==> config.mk <==
export PLATFORM = sky130hd
export DESIGN_NAME = hazard_ctrl_unit
export DESIGN_NICKNAME = d
export VERILOG_FILES = /design/src/rtl/hazard_ctrl_unit.sv
export SDC_FILE = /design/constraint.sdc
export NUM_CORES = 1
export LEC_CHECK = 0
export CAP_MARGIN = 0
export CELL_PAD_IN_SITES_DETAIL_PLACEMENT = 1
export CELL_PAD_IN_SITES_GLOBAL_PLACEMENT = 2
export CORE_ASPECT_RATIO = 1.5
export CORE_MARGIN = 2
export CORE_UTILIZATION = 25
export DETAILED_ROUTE_END_ITERATION = 8
export GPL_ROUTABILITY_DRIVEN = 1
export PLACE_DENSITY_LB_ADDON = 0.08
export SYNTH_ARGS = -nofsm -noshare
export SYNTH_HDL_FRONTEND = slang
export SYNTH_SLANG_ARGS = --single-unit
export TNS_END_PERCENT = 10
==> constraint.sdc <==
create_clock -name clk -period 2.32 [get_ports clk]
set_input_delay 0.232 -clock clk [delete_from_list [all_inputs] [get_ports clk]]
set_output_delay 0.232 -clock clk [all_outputs]
set_load 0.02 [all_outputs]
==> src/rtl/hazard_ctrl_unit.sv <==
// rtl/hazard_ctrl_unit.sv - pipeline hazard controller: RAW detect, forwarding, stall/flush sequencing
module hazard_ctrl_unit #(
    parameter  int NREG      = 32,
    parameter  int FWD_EN    = 1,
    parameter  int LOAD_LAT  = 1,
    parameter  int FLUSH_CYC = 2,
    parameter  int PREDICT   = 0,
    parameter  int CW        = 16,
    localparam int RW        = $clog2(NREG)
) (
    input  logic          clk,
    input  logic          rst,
    input  logic [RW-1:0] id_rs1,
    input  logic [RW-1:0] id_rs2,
    input  logic          id_use1,
    input  logic          id_use2,
    input  logic          id_branch,
    input  logic [RW-1:0] ex_rd,
    input  logic [RW-1:0] mem_rd,
    input  logic          ex_wb,
    input  logic          mem_wb,
    input  logic          ex_load,
    input  logic          str_conflict,
    input  logic          br_resolve,
    input  logic          br_mispredict,
    output logic          pc_freeze,
    output logic          id_ex_bubble,
    output logic          do_flush,
    output logic          resolved,
    output logic [1:0]    fwd_a,
    output logic [1:0]    fwd_b,
    output logic [2:0]    state_out,
    output logic [CW-1:0] stall_cycles
);

    localparam logic [2:0] S_NORM   = 3'b000;
    localparam logic [2:0] S_CTRL   = 3'b001;
    localparam logic [2:0] S_SSTALL = 3'b010;
    localparam logic [2:0] S_FLUSH  = 3'b011;
    localparam logic [2:0] S_DSTALL = 3'b100;

    localparam logic [2:0] LOAD_CNT  = 3'(LOAD_LAT - 1);
    localparam logic [2:0] FLUSH_CNT = 3'(FLUSH_CYC - 1);
    localparam logic       BR_WAIT   = (PREDICT == 0);
    localparam logic       FWD_ON    = (FWD_EN != 0);

    logic [2:0] state, state_nx;
    logic [2:0] cnt, cnt_nx;

    logic ex_ok, mem_ok;
    logic hit_ex1, hit_ex2, hit_mem1, hit_mem2;
    logic data_haz;
    logic [2:0] dcnt;

    // Register 0 is hard-wired, so a write to it never creates a dependency.
    assign ex_ok    = ex_wb && (ex_rd != '0);
    assign mem_ok   = mem_wb && (mem_rd != '0);
    assign hit_ex1  = ex_ok && id_use1 && (ex_rd == id_rs1);
    assign hit_ex2  = ex_ok && id_use2 && (ex_rd == id_rs2);
    assign hit_mem1 = mem_ok && id_use1 && (mem_rd == id_rs1);
    assign hit_mem2 = mem_ok && id_use2 && (mem_rd == id_rs2);

    assign fwd_a = !FWD_ON ? 2'b00 :
                   (hit_ex1 && !ex_load) ? 2'b01 :
                   hit_mem1 ? 2'b10 : 2'b00;
    assign fwd_b = !FWD_ON ? 2'b00 :
                   (hit_ex2 && !ex_load) ? 2'b01 :
                   hit_mem2 ? 2'b10 : 2'b00;

    // Without forwarding every RAW stalls until the producer has written back.
    always_comb begin
        data_haz = 1'b0;
        dcnt     = 3'd0;
        if (FWD_ON) begin
            if ((hit_ex1 || hit_ex2) && ex_load) begin
                data_haz = 1'b1;
                dcnt     = LOAD_CNT;
            end
        end else if (hit_ex1 || hit_ex2) begin
            data_haz = 1'b1;
            dcnt     = 3'd1;
        end else if (hit_mem1 || hit_mem2) begin
            data_haz = 1'b1;
            dcnt     = 3'd0;
        end
    end

    always_ff @(posedge clk) begin
        if (rst) begin
            state <= S_NORM;
            cnt   <= 3'd0;
        end else begin
            state <= state_nx;
            cnt   <= cnt_nx;
        end
    end

    always_comb begin
        state_nx = state;
        cnt_nx   = cnt;
        if (br_resolve && br_mispredict) begin
            state_nx = S_FLUSH;
            cnt_nx   = FLUSH_CNT;
        end else begin
            case (state)
                S_NORM: begin
                    if (str_conflict) begin
                        state_nx = S_SSTALL;
                    end else if (data_haz) begin
                        state_nx = S_DSTALL;
                        cnt_nx   = dcnt;
                    end else if (id_branch && BR_WAIT) begin
                        state_nx = S_CTRL;
                    end
                end
                S_CTRL: begin
                    if (br_resolve) state_nx = S_NORM;
                end
                S_SSTALL: begin
                    if (!str_conflict) state_nx = S_NORM;
                end
                S_DSTALL: begin
                    if (cnt == 3'd0) state_nx = S_NORM;
                    else cnt_nx = cnt - 3'd1;
                end
                S_FLUSH: begin
                    if (cnt == 3'd0) state_nx = (id_branch && BR_WAIT) ? S_CTRL : S_NORM;
                    else cnt_nx = cnt - 3'd1;
                end
                default: begin
                    state_nx = S_NORM;
                    cnt_nx   = 3'd0;
                end
            endcase
        end
    end

    always_comb begin
        resolved     = 1'b0;
        pc_freeze    = 1'b0;
        id_ex_bubble = 1'b0;
        do_flush     = 1'b0;
        case (state)
            S_NORM: resolved = 1'b1;
            S_CTRL, S_SSTALL, S_DSTALL: begin
                pc_freeze    = 1'b1;
                id_ex_bubble = 1'b1;
            end
            S_FLUSH: begin
                pc_freeze = 1'b1;
                do_flush  = 1'b1;
            end
            default: ;
        endcase
    end

    assign state_out = state;

    always_ff @(posedge clk) begin
        if (rst) stall_cycles <= '0;
        else if (pc_freeze && (stall_cycles != '1)) stall_cycles <= stall_cycles + 1'b1;
    end

endmodule

==> impl_metrics.json, run 1 <==
{
  "cts_hold_buf": 0,
  "syn_nets": 234,
  "syn_inst": 200,
  "layout_commonest_cell": "clkdlybuf4s50_1",
  "antenna_cells": 0,
  "post_cts_buffers": 0,
  "tns_ps": 0,
  "antenna_found_initial": 0,
  "async_flop_share": 0,
  "hold_class": "register to register",
  "drv_slew": 0,
  "htree_levels": 1,
  "layoutNonFillerInstCount": 340,
  "cap_violations": 0,
  "setup_viol": 0,
  "dr.pass1.iters": 2,
  "cts.sinks": 22,
  "crit_arrival_ps": 1960,
  "synth_edf_count": 0,
  "dp_hpwl_mm": 4.21,
  "grt_overflow_total": 0,
  "grt_use_total": 0.147,
  "numCtsBuffers": 3,
  "min_period_ps": 2200,
  "core.rowCount": 35,
  "yosysWarnings": 0,
  "dieArea_mm2": 0.00711,
  "vdd_ir_drop_max_v": 0.000214,
  "synth_cell_types": 45,
  "synth-seq-cells": 22,
  "coreArea_mm2": 0.00617,
  "placed_cell_area_mm2": 0.00233,
  "critical-path-slowest-cell": "clkdlybuf4s50_1",
  "power_density_mw_per_mm2": 411,
  "final_cell_area_mm2": 0.00238,
  "die_h_um": 102,
  "grt_pass1_vias": 1832,
  "clk_latency_ps": 260,
  "finClkSkew_ps": 3.29,
  "cts_tree": "built",
  "ys_seq_area_frac": 0.274,
  "cp_slowest_stage_delay_ps": 410,
  "criticalPathCategory": "input port to output pin",
  "ant_nets": 0,
  "drc_errors": 0,
  "worst_pin_slew_ps": 445,
  "finalPower_uw": 976,
  "relSlewSlack": 0.701,
  "drt_iter0_drc": 37,
  "post_drt_via_cell_ratio": 5.02,
  "path_clk_slew_ps": 80,
  "worstPathCellList": "clkdlybuf4s50_1 > buf_4 > xor2_1 > nor4_2 > nand3_1 > nor3_1 > dlygate4sd2_1",
  "fin_nets": 301,
  "max_freq_mhz": 455,
  "outcome": "finished, final reports clean",
  "clk_path_buf_depth": 2,
  "end_kind": "output pin",
  "num_vias": 1708,
  "wl_per_cell_um": 14.6,
  "grt_start_max_net_pins": 22,
  "hold_viol": 0,
  "io_buffers": 57,
  "avgSynthCellArea_um2": 8.05,
  "final_cell_mix": "clkdlybuf4s50_1, nor2_1, dfxtp_1, xor2_1",
  "start_util": 0.261,
  "routed_wirelength_mm": 4.98,
  "grt_pass1_wl_mm": 8.58,
  "p_leak_nw": 0.836,
  "final_util": 0.385,
  "min_period_over_period": 0.946,
  "ys.flop_type": "dfxtp_1",
  "required_ps": 2090,
  "ios": 58,
  "cp-start-kind": "input port",
  "fin_ws_ps": 125,
  "timing.hold.ws_ps": 557,
  "fillers": 778,
  "gp_congestion": 0.764,
  "dieWidth_um": 69.5,
  "post-place-cells": 336,
  "root_buffer": "clkbuf_8",
  "layout-drive-gt1-share": 0.117,
  "area.growth.synth_to_final_pct": 47.7,
  "synth_area_mm2": 0.00161,
  "cp_max_fo": 2,
  "place_ws_ps": -280,
  "grt_setup_unrepaired": "false"
}
logic make-up (layout without fill, tap and decap cells):
logic type                 after synthesis  after routing  share of synthesized area
and+or+nand+nor                         89             89                      0.328
AOI/OAI and AO/OA                       40             40                      0.158
xor gates and xnor gates                32             32                      0.174
DFF                                     22             22                      0.274
buffers and inverters                   13             79                     0.0365
adders and majority gates                3              3                     0.0233
muxes                                    1              1                    0.00622
worst paths after layout:
check | from | end | slack, ps | depth (start not counted)
worst max-delay path | ex_rd[1] | fwd_b[0] | 120 | 7
worst min-delay path | stall_cycles[6]$_SDFFE_PP0P_ | stall_cycles[6]$_SDFFE_PP0P_ | 560 | 2
worst max register to register | stall_cycles[0]$_SDFFE_PP0P_ | stall_cycles[14]$_SDFFE_PP0P_ | 380 | 6
worst min register to register | stall_cycles[6]$_SDFFE_PP0P_ | stall_cycles[6]$_SDFFE_PP0P_ | 560 | 2
layout make-up:
type                            instances  area, um2  area share
Clock buffer                            4       55.1      0.0232
Tap cell                               74       92.6      0.0390
Sequential cell                        22        442       0.186
Timing Repair Buffer                   69        648       0.273
Multi-Input combinational cell        165       1120       0.470
Inverter                                6       22.5     0.00948
critical path, delay by kind of cell:
| family | cells | cell delay [ps] |
|---|---|---|
| xor+xnor | 1 | 160 |
| buf+inv | 3 | 920 |
| simple gates | 3 | 630 |
sequential cells by signal, indices dropped and copies added, names as in the netlist:
name and cells:
cnt 3, stall_cycles 16, state_out 3
layer usage:
| layer | share of wire | vias up | track usage |
|---|---|---|---|
| li1 | - | 864 | - |
| met1 | 0.40 | 785 | 0.153 |
| met2 | 0.54 | 51 | 0.305 |
| met3 | 0.049 | 8 | 0.0217 |
| met4 | 0.016 | 0 | 0.0332 |
| met5 | 0 | - | 0 |
power by group:
group | switching [mW] | leakage [nW] | internal [mW]
clock network | 0.129 | 0.0288 | 0.151
logic | 0.139 | 0.628 | 0.145
registers | 0.0195 | 0.179 | 0.392
Yosys cell counts (3+ instances only):
| cell type | number | area (um2) |
|---|---|---|
| nand4_1 | 3 | 18.8 |
| a31oi_1 | 3 | 18.8 |
| inv_1 | 6 | 22.5 |
| nand3_1 | 10 | 50.1 |
| xor2_1 | 20 | 175 |
| a21oi_1 | 8 | 40.0 |
| o21ai_0 | 5 | 25.0 |
| a21o_1 | 3 | 22.5 |
| xnor2_1 | 12 | 105 |
| nor2_1 | 22 | 82.6 |
| nor3_2 | 3 | 30.0 |
| dfxtp_1 | 22 | 440 |
| o211ai_1 | 4 | 30.0 |
| ha_1 | 3 | 37.5 |
| nor3_1 | 11 | 55.1 |
| nand2_1 | 10 | 37.5 |
| or3_1 | 3 | 18.8 |
| o21ai_1 | 6 | 30.0 |
| or4_1 | 3 | 22.5 |
| nor4_1 | 6 | 37.5 |
| clkbuf_1 | 4 | 15.0 |
timing repair:
action                     4_1_cts  5_1_grt
setup endpoints to repair        4        3
gates resized for setup          6        6
pin swaps                        0        0
Power figures use the tool's default switching activity.
==> inputs of run 2 (changes only) <==
Settings changed: ABC_CLOCK_PERIOD_IN_PS set to 2320, REMOVE_ABC_BUFFERS set to 1.
==> run 2 against run 1 <==
Against the previous run:
- worst setup slack got worse by 53 ps
- non-clock buffer count is 5 higher
- clock-buffer cell count unchanged
- via count up 2.9%
- clock power hardly changed
- global-route usage grew 1.3 points
- sequential share of layout area fell by 0.52 points
- hold slack worse by 9.5 ps
- routed wire length up 7.4%
- sequential power shrank 2%
- critical endpoint is now fwd_a[1]
- largest cell class unchanged
- largest power group unchanged
==> impl_metrics.json, run 2 (same netlist as run 1, synthesis figures left out) <==
{
  "outcome": "finished, final reports clean",
  "top_usage_layer": "met2",
  "grt_pass1_vias": 1941,
  "r2r_start": "state_out[1]$_SDFFE_PP0P_",
  "core.rowCount": 35,
  "coreArea_mm2": 0.00617,
  "dp_hpwl_mm": 4.43,
  "grt_pass1_wl_mm": 9.20,
  "combPwrFrac": 0.311,
  "regToRegSetupSlack_ps": 380,
  "critical-path-slowest-cell": "or4_4",
  "relSlewSlack": 0.655,
  "layoutNonFillerInstCount": 345,
  "power.switching_uw": 298,
  "cp_slowest_stage_delay_ps": 590,
  "root_buffer": "clkbuf_8",
  "routed_wirelength_mm": 5.35,
  "finClkSkew_ps": 7.93,
  "antenna_cells": 0,
  "power_frac_seq": 0.406,
  "hold_class": "register to register",
  "grt_overflow_total": 0,
  "area.growth.synth_to_final_pct": 51.5,
  "max_freq_mhz": 445,
  "gp_congestion": 0.824,
  "path_clk_slew_ps": 90,
  "hold_viol": 0,
  "swShare": 0.299,
  "drv_slew": 0,
  "worst_pin_slew_ps": 514,
  "criticalPathCategory": "input port to output pin",
  "worstPathCellList": "clkdlybuf4s50_1 > or4_4 > o21ai_2 > nor3_1 > nor3_1 > clkdlybuf4s15_2",
  "dieWidth_um": 69.5,
  "layout_commonest_cell": "clkdlybuf4s50_1",
  "hold_depth": 1,
  "min_period_over_period": 0.969,
  "drc_errors": 0,
  "die_h_um": 102,
  "hold_path_end": "stall_cycles[14]$_SDFFE_PP0P_",
  "vdd_ir_drop_max_v": 0.000175,
  "cp-start-kind": "input port",
  "fin_nets": 306,
  "post-place-cells": 341,
  "num_vias": 1757,
  "cp_max_fo": 3,
  "grt_start_max_net_pins": 13,
  "finalPower_uw": 995,
  "hold_start": "stall_cycles[14]$_SDFFE_PP0P_",
  "reg2reg_depth": 6,
  "p_leak_nw": 0.863,
  "post_drt_via_cell_ratio": 5.09,
  "required_ps": 2090,
  "crit_top_cell": "nor3_1",
  "cap_violations": 0,
  "power_density_mw_per_mm2": 408,
  "met3_usage": 0.0247,
  "drt_iter0_drc": 48,
  "wl_per_cell_um": 15.5,
  "cts_tree": "built",
  "dieArea_mm2": 0.00711,
  "clock_power_share": 0.284,
  "grt_use_total": 0.160,
  "cts_hold_buf": 0,
  "start_util": 0.261,
  "cts.sinks": 22,
  "intPower_uw": 697,
  "setup_viol": 0,
  "largest_reg_flops": 16,
  "reg2reg_to": "cnt[1]$_SDFFE_PP0P_",
  "top_register": "stall_cycles",
  "antenna_found_initial": 0,
  "htree_levels": 1,
  "numCtsBuffers": 3,
  "gr-usage-met1": 0.167,
  "crit_arrival_ps": 2020,
  "layout-drive-gt1-share": 0.140,
  "io_buffers": 57,
  "use_met2": 0.330,
  "clk_latency_ps": 260,
  "dr.pass1.iters": 4,
  "grt_setup_unrepaired": "true",
  "ant_nets": 0,
  "final_cell_mix": "clkdlybuf4s50_1, nor2_1, dfxtp_1, xor2_1, buf_4",
  "end_kind": "output pin",
  "ios": 58,
  "clk_path_buf_depth": 2,
  "min_period_ps": 2250
}
run 2: changes by cell type in the layout (fill, tap and decap cells not counted):
cell,change
nor3_2,+1
clkbuf_2,-2
buf_4,+5
nor3_1,-1
o21ai_2,+1
o21ai_1,-1
or4_4,+1
dfxtp_2,-1
clkdlybuf4s15_2,+2
or4_1,-1
dfxtp_1,+1
run 2: power groups by stage:
stage | Combinational, mW | Sequential, mW | Clock, mW
finish | 0.309 | 0.404 | 0.282
global route | 0.344 | 0.406 | 0.315
CTS | 0.312 | 0.404 | 0.297
detailed placement | 0.309 | 0.413 | 0
global placement | 0.310 | 0.413 | 0
floorplan | 0.125 | 0.429 | 0
run 2: how the worst max path moves through the flow:
| stage | from | endpoint | slack [ps] |
|---|---|---|---|
| 2_1_floorplan | state_out[2]$_SDFFE_PP0P_ | stall_cycles[15]$_SDFFE_PP0P_ | 300 |
| 4_1_cts | ex_rd[1] | fwd_b[1] | 10 |
| 3_3_place_gp | ex_rd[1] | fwd_b[1] | -280 |
| 5_1_grt | ex_rd[1] | fwd_a[1] | -20 |
| 3_5_place_dp | ex_rd[1] | fwd_b[1] | -320 |
| 6_report | ex_rd[1] | fwd_a[1] | 70 |
run 2: what timing repair did:
item	4_1_cts	5_1_grt
setup endpoints to repair	4	3
buffers inserted	0	0
resized for setup	11	3
run 2: final cells by class:
type	count	area (um2)
clock buffer	4	55.1
fill	748	3740
inverter	6	22.5
multi-input combinational	165	1130
sequential	22	440
tap	74	92.6
timing repair buffer	74	698
run 2: per-layer routing:
layer  part of all wire  vias to the layer above
li1                   -                      870
met1               0.40                      851
met2               0.56                       32
met3              0.032                        4
met4              0.011                        0
met5                  0                        -
run 2: critical path, delay by kind of cell:
family,cells,cell delay [ps]
compound gates,1,170
simple gates,3,860
buf+inv,2,750
run 2: per-stage QoR:
stage	hold slack, ps	instance area (um2)	utilization	TNS, ps	setup WS [ps]
4_1_cts	540	2420	0.393	0	12.5
3_3_place_gp	529	2360	0.383	-915	-284
3_5_place_dp	530	2360	0.383	-1040	-317
5_1_grt	585	2440	0.395	-21.0	-21.0
2_1_floorplan	301	1570	-	0	299
6_report	547	2440	0.395	0	71.6
